--- src/rtl/commu_regbank.sv ---
`default_nettype none
// ============================================================================
//  Module      : commu_regbank
//  Description : Bus-mapped register bank with key-locked configuration
//                registers, handshaked command channels with overflow
//                flags, sticky W1C status, and a registered read port.
//  Revision    : 1.0 - initial release
// ============================================================================
module commu_regbank #(
  parameter int                   NUM_CFG   = 4,
  // Listed register 0 first: the leftmost byte resets cfg register 0.
  parameter logic [8*NUM_CFG-1:0] CFG_INIT  = {8'd20, 8'd0, 8'd0, 8'd0},
  parameter int                   NUM_CMD   = 2,
  parameter int                   UNLOCK_TO = 1024,
  parameter bit                   LOCK_EN   = 1'b1,
  parameter logic [7:0]           VERSION   = 8'h21
) (
  input  logic                   clk_sys,
  input  logic                   rst,
  input  logic                   fx_wr,
  input  logic [15:0]            fx_waddr,
  input  logic [7:0]             fx_data,
  input  logic                   fx_rd,
  input  logic [15:0]            fx_raddr,
  output logic [7:0]             fx_q,
  input  logic [5:0]             mod_id,
  output logic [8*NUM_CFG-1:0]   cfg_out,
  output logic [NUM_CMD-1:0]     cmd_req,
  output logic [8*NUM_CMD-1:0]   cmd_data,
  input  logic [NUM_CMD-1:0]     cmd_ack,
  input  logic [7:0]             sts_in,
  output logic                   unlocked
);

  localparam int CW = $clog2(UNLOCK_TO);

  typedef enum logic [1:0] {
    LOCKED   = 2'd0,
    KEY1     = 2'd1,
    UNLOCKED = 2'd2
  } state_t;

  state_t          r_state;
  logic [CW-1:0]   r_idle_cnt;
  logic [7:0]      r_sts;
  logic [7:0]      r_ovf;

  logic            w_wr_sel;
  logic            w_rd_sel;
  logic [7:0]      w_wr_off;
  logic [7:0]      w_rd_off;
  logic            w_key_wr;
  logic            w_key_abort;
  logic            w_wr;
  logic [7:0]      w_cfg_idx;
  logic            w_cfg_hit;
  logic [7:0]      w_cmd_idx;
  logic            w_cmd_hit;
  logic [NUM_CMD-1:0] w_cmd_wr;
  logic [7:0]      w_ovf_set;
  logic [7:0]      w_sts_clr;
  logic [7:0]      w_ovf_clr;
  logic [7:0]      w_rdata;
  logic            w_unused;

  // Address bits above the module select carry no meaning here.
  assign w_unused = ^{fx_waddr[15:14], fx_raddr[15:14]};

  assign w_wr_sel = fx_wr & (fx_waddr[13:8] == mod_id);
  assign w_rd_sel = fx_rd & (fx_raddr[13:8] == mod_id);
  assign w_wr_off = fx_waddr[7:0];
  assign w_rd_off = fx_raddr[7:0];

  // A selected write in KEY1 that is not the second key breaks the sequence
  // and is swallowed entirely, whatever offset it targets.
  assign w_key_wr    = w_wr_sel & (w_wr_off == 8'h02);
  assign w_key_abort = (r_state == KEY1) & w_wr_sel & ~(w_key_wr & (fx_data == 8'hA5));
  assign w_wr        = w_wr_sel & ~w_key_abort;

  assign w_cfg_idx = w_wr_off - 8'h10;
  assign w_cfg_hit = w_wr & unlocked & (w_wr_off >= 8'h10) & (w_cfg_idx < 8'(NUM_CFG));
  assign w_cmd_idx = w_wr_off - 8'h30;
  assign w_cmd_hit = w_wr & (w_wr_off >= 8'h30) & (w_cmd_idx < 8'(NUM_CMD));

  assign w_sts_clr = (w_wr && (w_wr_off == 8'h08)) ? fx_data : 8'h00;
  assign w_ovf_clr = (w_wr && (w_wr_off == 8'h09)) ? fx_data : 8'h00;

  // Per-channel command write strobes and overflow detection.
  always_comb begin
    w_cmd_wr  = '0;
    w_ovf_set = 8'h00;
    for (int k = 0; k < NUM_CMD; k++) begin
      w_cmd_wr[k]  = w_cmd_hit && (w_cmd_idx == 8'(k));
      w_ovf_set[k] = w_cmd_hit && (w_cmd_idx == 8'(k)) && cmd_req[k] && !cmd_ack[k];
    end
  end

  // Read data mux; sampled from current state so a same-cycle write is not seen.
  always_comb begin
    w_rdata = 8'h00;
    case (w_rd_off)
      8'h00: w_rdata = {2'b00, mod_id};
      8'h01: w_rdata = VERSION;
      8'h02: w_rdata = {6'b000000, r_state};
      8'h08: w_rdata = r_sts;
      8'h09: w_rdata = r_ovf;
      8'h0A: w_rdata[NUM_CMD-1:0] = cmd_req;
      default: begin
        for (int k = 0; k < NUM_CFG; k++) begin
          if (w_rd_off == 8'(8'h10 + k)) w_rdata = cfg_out[8*k +: 8];
        end
        for (int k = 0; k < NUM_CMD; k++) begin
          if (w_rd_off == 8'(8'h30 + k)) w_rdata = cmd_data[8*k +: 8];
        end
      end
    endcase
  end

  // Registered read port: returns zero in any cycle without a selected read.
  always_ff @(posedge clk_sys) begin
    if (rst) fx_q <= 8'h00;
    else     fx_q <= w_rd_sel ? w_rdata : 8'h00;
  end

  // Key sequence FSM with idle auto-relock; unlocked mirrors the next state.
  always_ff @(posedge clk_sys) begin
    if (rst || !LOCK_EN) begin
      r_state    <= LOCKED;
      r_idle_cnt <= '0;
      unlocked   <= ~LOCK_EN;
    end else begin
      case (r_state)
        LOCKED: begin
          if (w_key_wr && (fx_data == 8'h5A)) r_state <= KEY1;
        end
        KEY1: begin
          if (w_wr_sel) begin
            if (w_key_wr && (fx_data == 8'hA5)) begin
              r_state    <= UNLOCKED;
              r_idle_cnt <= '0;
              unlocked   <= 1'b1;
            end else begin
              r_state <= LOCKED;
            end
          end
        end
        UNLOCKED: begin
          if (w_wr_sel) begin
            r_idle_cnt <= '0;
            if (w_key_wr) begin
              r_state  <= LOCKED;
              unlocked <= 1'b0;
            end
          end else if (r_idle_cnt == CW'(UNLOCK_TO - 1)) begin
            r_state    <= LOCKED;
            r_idle_cnt <= '0;
            unlocked   <= 1'b0;
          end else begin
            r_idle_cnt <= r_idle_cnt + 1'b1;
          end
        end
        default: begin
          r_state    <= LOCKED;
          r_idle_cnt <= '0;
          unlocked   <= 1'b0;
        end
      endcase
    end
  end

  // Configuration registers, writable only while unlocked.
  always_ff @(posedge clk_sys) begin
    if (rst) begin
      for (int k = 0; k < NUM_CFG; k++)
        cfg_out[8*k +: 8] <= CFG_INIT[8*(NUM_CFG-1-k) +: 8];
    end else begin
      for (int k = 0; k < NUM_CFG; k++)
        if (w_cfg_hit && (w_cfg_idx == 8'(k))) cfg_out[8*k +: 8] <= fx_data;
    end
  end

  // Command channels: a write is accepted when idle or when acked this cycle.
  always_ff @(posedge clk_sys) begin
    if (rst) begin
      cmd_req  <= '0;
      cmd_data <= '0;
    end else begin
      for (int k = 0; k < NUM_CMD; k++) begin
        if (w_cmd_wr[k] && (!cmd_req[k] || cmd_ack[k])) begin
          cmd_data[8*k +: 8] <= fx_data;
          cmd_req[k]         <= 1'b1;
        end else if (cmd_ack[k]) begin
          cmd_req[k] <= 1'b0;
        end
      end
    end
  end

  // Sticky status and overflow flags; a new event beats a same-cycle clear.
  always_ff @(posedge clk_sys) begin
    if (rst) begin
      r_sts <= 8'h00;
      r_ovf <= 8'h00;
    end else begin
      r_sts <= (r_sts & ~w_sts_clr) | sts_in;
      r_ovf <= (r_ovf & ~w_ovf_clr) | w_ovf_set;
    end
  end

endmodule
`default_nettype wire

--- config.mk ---
export PLATFORM = sky130hd
export DESIGN_NAME = commu_regbank
export DESIGN_NICKNAME = d
export VERILOG_FILES = /design/src/rtl/commu_regbank.sv
export SDC_FILE = /design/constraint.sdc
export NUM_CORES = 1
export LEC_CHECK = 0
export BUFFER_PORTS_ARGS = -buffer_cell sky130_fd_sc_hd__buf_2
export CAP_MARGIN = 20
export CELL_PAD_IN_SITES_DETAIL_PLACEMENT = 1
export CELL_PAD_IN_SITES_GLOBAL_PLACEMENT = 2
export CORE_MARGIN = 5
export CORE_UTILIZATION = 33
export CTS_CLUSTER_DIAMETER = 50
export DETAILED_ROUTE_END_ITERATION = 6
export HOLD_SLACK_MARGIN = 0.1
export PLACE_DENSITY_LB_ADDON = 0.1
export RECOVER_POWER = 100
export SLEW_MARGIN = 30
export SYNTH_ARGS = -nofsm -noshare
export SYNTH_HDL_FRONTEND = slang
export SYNTH_SLANG_ARGS = --single-unit
--- constraint.sdc ---
create_clock -name clk_sys -period 5.4 [get_ports clk_sys]
set_clock_uncertainty 0.15 [all_clocks]
set_input_delay 0.27 -clock clk_sys [delete_from_list [all_inputs] [get_ports clk_sys]]
set_output_delay 0.27 -clock clk_sys [all_outputs]
set_load 0.02 [all_outputs]
==> metrics.csv <==
metric,value,unit
Yosys warnings,0,
reg2reg setup slack,2.62,ns
failing checks,"capacitance limit, slew limit",
Final Wtd Congestion,0.8386,
Worst Hold Launch,fx_data[0],
Iteration-0 DRC Markers,295,
DP HPWL,12320,um
# H-tree levels,3,
nets,693,
total via count in the routed design,4518,
"Design Area, Final",5460,um^2
Synth top cells by count,"dfxtp_1 (87), nand2_1 (68), a21oi_1 (50), mux2i_1 (38), o21ai_0 (38)",
data arrival time of the worst path,3.47,ns
crit share post-route,62.63,%
met3 wire length,795,um
synthesized flop and latch total,87,
cell count after synthesis,524,
core box area,13240,um^2
Hold Fails Final Rpt,0,
CP Capture Type,flop,
pwr/cell area,264.8,nW/um^2
share of cells above drive strength 1,13.03,%
Post-synth ARST share,0,%
"Clk Latency, worst-skew pair",0.35,ns
Post-synth top flop,dfxtp_1,
most common cell in the netlist,dfxtp_1,
# IOs,119,
"Top cell by count, worst path",dlygate4sd3_1,
sequential-to-total area share from yosys stat,39.15,%
first-pass GRT wire length,26300,um
Antenna Nets Post-Route,0,
Inserted Clock Buffers,9,
Critical Path Start,fx_data[5],
maximum vdd drop,0.0001226,V
PortBufs,114,
routed len/inst,20.40,um
CTS sink cnt,87,
grt ovf,0,
CP top delay family,buffers and inverters,
number of synthesized flops with an enable pin,0,
n_diodes,0,
post-CTS setup buffers,0,
RSZ-0062 raised after global routing,false,
CP startpoint kind,primary input,
"Cell Area, Placed",5145,um^2
routed vias/inst,5.557,
Hold WC Path Type,primary input to flop,
CP cell instances,dlygate4sd3_1 > clkbuf_1 > and4b_1 > a41oi_1 > or3_1 > nor4_4 > a311oi_1 > dlygate4sd3_1,
CTS Buffer Depth,2,
post-synth cell types,58,
"slowest stage cell, crit path",dlygate4sd3_1,
initial antenna violation count,0,
Yosys top cell area share,39.15,%
DIE AREA,15910,um^2
CTS root buffer,clkbuf_16,
die height,126.1,um
Initial DRT Pass Iterations,4,
CTS tree,yes,
Site Rows,42,
CP required,5.49,ns
Synth area leaders,"dfxtp_1 (39%), mux2i_1 (8.5%), nand2_1 (5.7%)",
final hold slack,0.1053,ns
Synth Cell Area,4449,um^2
starting density of the core,33.60,%
max layer used,met4,
max-cap violation count,1,
Area Growth Syn to Fin,22.72,%
fin crit period,3.382,ns
CP Buf/Inv Count,3,
die width,126.1,um
Pleak,2.013,nW
Syn Nets,585,
critical path type,primary input to flop,
Slew @ Worst Pin,1.640,ns
Final setup viols,0,
PostCTS Resize Cnt,0,
CP max stage delay,0.58,ns
setup TNS,0,ns
cell taking the most area after synthesis,dfxtp_1,
status,finished with violations,
"Slew Viols, Final",10,
average size of a mapped cell,8.491,um^2
crit-path max FO,8,
final wirelength,16590,um
Worst-path clk slew,0.07,ns
Max Clk Rate,295.7,MHz
Slew headroom,-10.89,%
vias in the first global route,4578,
largest net degree at the start of global routing,48,
total track usage,20.90,%
DRC viols,0,
Reg2Reg Launch Point,r_state[1],
met1 WL,8292,um
met2 wire len,7280,um
-- logic make-up (layout without fill, tap and decap cells) --
logic type / count (synthesis) / in the layout / share of synthesized area, %
adders and majority gates: 1 / 1 / 0.2812
AOI/OAI and AO/OA: 132 / 132 / 18.03
xor gates and xnor gates: 13 / 13 / 2.559
buffers and inverters: 48 / 161 / 4.162
and+or+nand+nor: 198 / 198 / 24.49
muxes: 45 / 45 / 11.33
DFF: 87 / 87 / 39.15
-- metrics by stage --
| step | power, mW | util [%] | worst slack (ns) | instances |
|---|---|---|---|---|
| 2_1_floorplan | 0.7250 | - | 3.125 | 524 |
| 3_3_place_gp | 0.7811 | 38.79 | 2.549 | 785 |
| 3_5_place_dp | 0.7832 | 38.85 | 2.511 | 785 |
| 4_1_cts | 1.459 | 42.15 | 2.201 | 813 |
| 5_1_grt | 1.495 | 41.23 | 1.821 | 813 |
| 6_report | 1.446 | 41.23 | 2.018 | 813 |
-- registers in the layout, indices dropped and copies added, names as in the netlist --
register,cells
cfg_out,32
cmd_data,16
r_idle_cnt,10
fx_q,8
r_ovf,8
r_sts,8
cmd_req,2
r_state,2
unlocked,1
-- routing by layer --
layer / track usage (%) / up-vias
li1: - / 2152
met1: 30.77 / 2217
met2: 31.52 / 132
met3: 3.514 / 17
met4: 5.741 / 0
met5: 0 / -
-- path summary, 6_finish.rpt --
kind | end | cells after the start
worst max-delay path | r_sts[0] | 8
worst min-delay path | cmd_data[0] | 3
worst max register to register | r_sts[0] | 6
worst min register to register | r_ovf[6] | 2
-- report_power, final --
| part | switching, mW | total, mW | leakage, nW | internal (mW) |
|---|---|---|---|---|
| Combinational | 0.0820 | 0.127 | 1.16 | 0.0454 |
| Sequential | 0.00220 | 0.648 | 0.703 | 0.645 |
| Clock | 0.283 | 0.671 | 0.152 | 0.388 |
-- cells in the final DEF (no fill, tap or decap), types with 3 or more instances in the layout --
cell type	n
nand3_1	18
a311oi_1	8
mux2_2	3
or4_1	5
or3_1	10
xor2_1	6
buf_2	53
mux4_2	4
nand2b_1	10
nor4b_1	3
nand4_1	22
nand2_1	68
inv_1	16
o2111ai_1	4
nor3_1	6
and4_1	6
and3_1	5
clkbuf_1	62
a21oi_1	50
o22ai_1	5
nor4_1	3
o21ai_0	38
clkbuf_16	9
xnor2_1	7
mux2i_1	38
nor2_1	27
dlygate4sd3_1	12
and2_1	3
dfxtp_1	87
a31oi_1	5
-- timing repair --
action,CTS,global route
endpoints found under the setup margin,0,0
hold endpoints to repair,11,0
hold buffers,12,0
-- worst register-to-register path: cells and delay by family, from the launching register on --
family          cells  cell delay, ns
simple gates        3            1.16
flops               1            0.50
compound gates      2            0.26
buf+inv             1            0.58
-- layout make-up --
class | count | area (um^2)
multi-input cells | 389 | 2489
flip-flops and latches | 87 | 1742
fillers | 1636 | 7782
clock inverters | 5 | 63.81
clock buffers | 11 | 252.7
inverters | 16 | 60.06
repair buffers | 129 | 633.1
well taps | 176 | 220.2
Power figures use the tool's default switching activity.
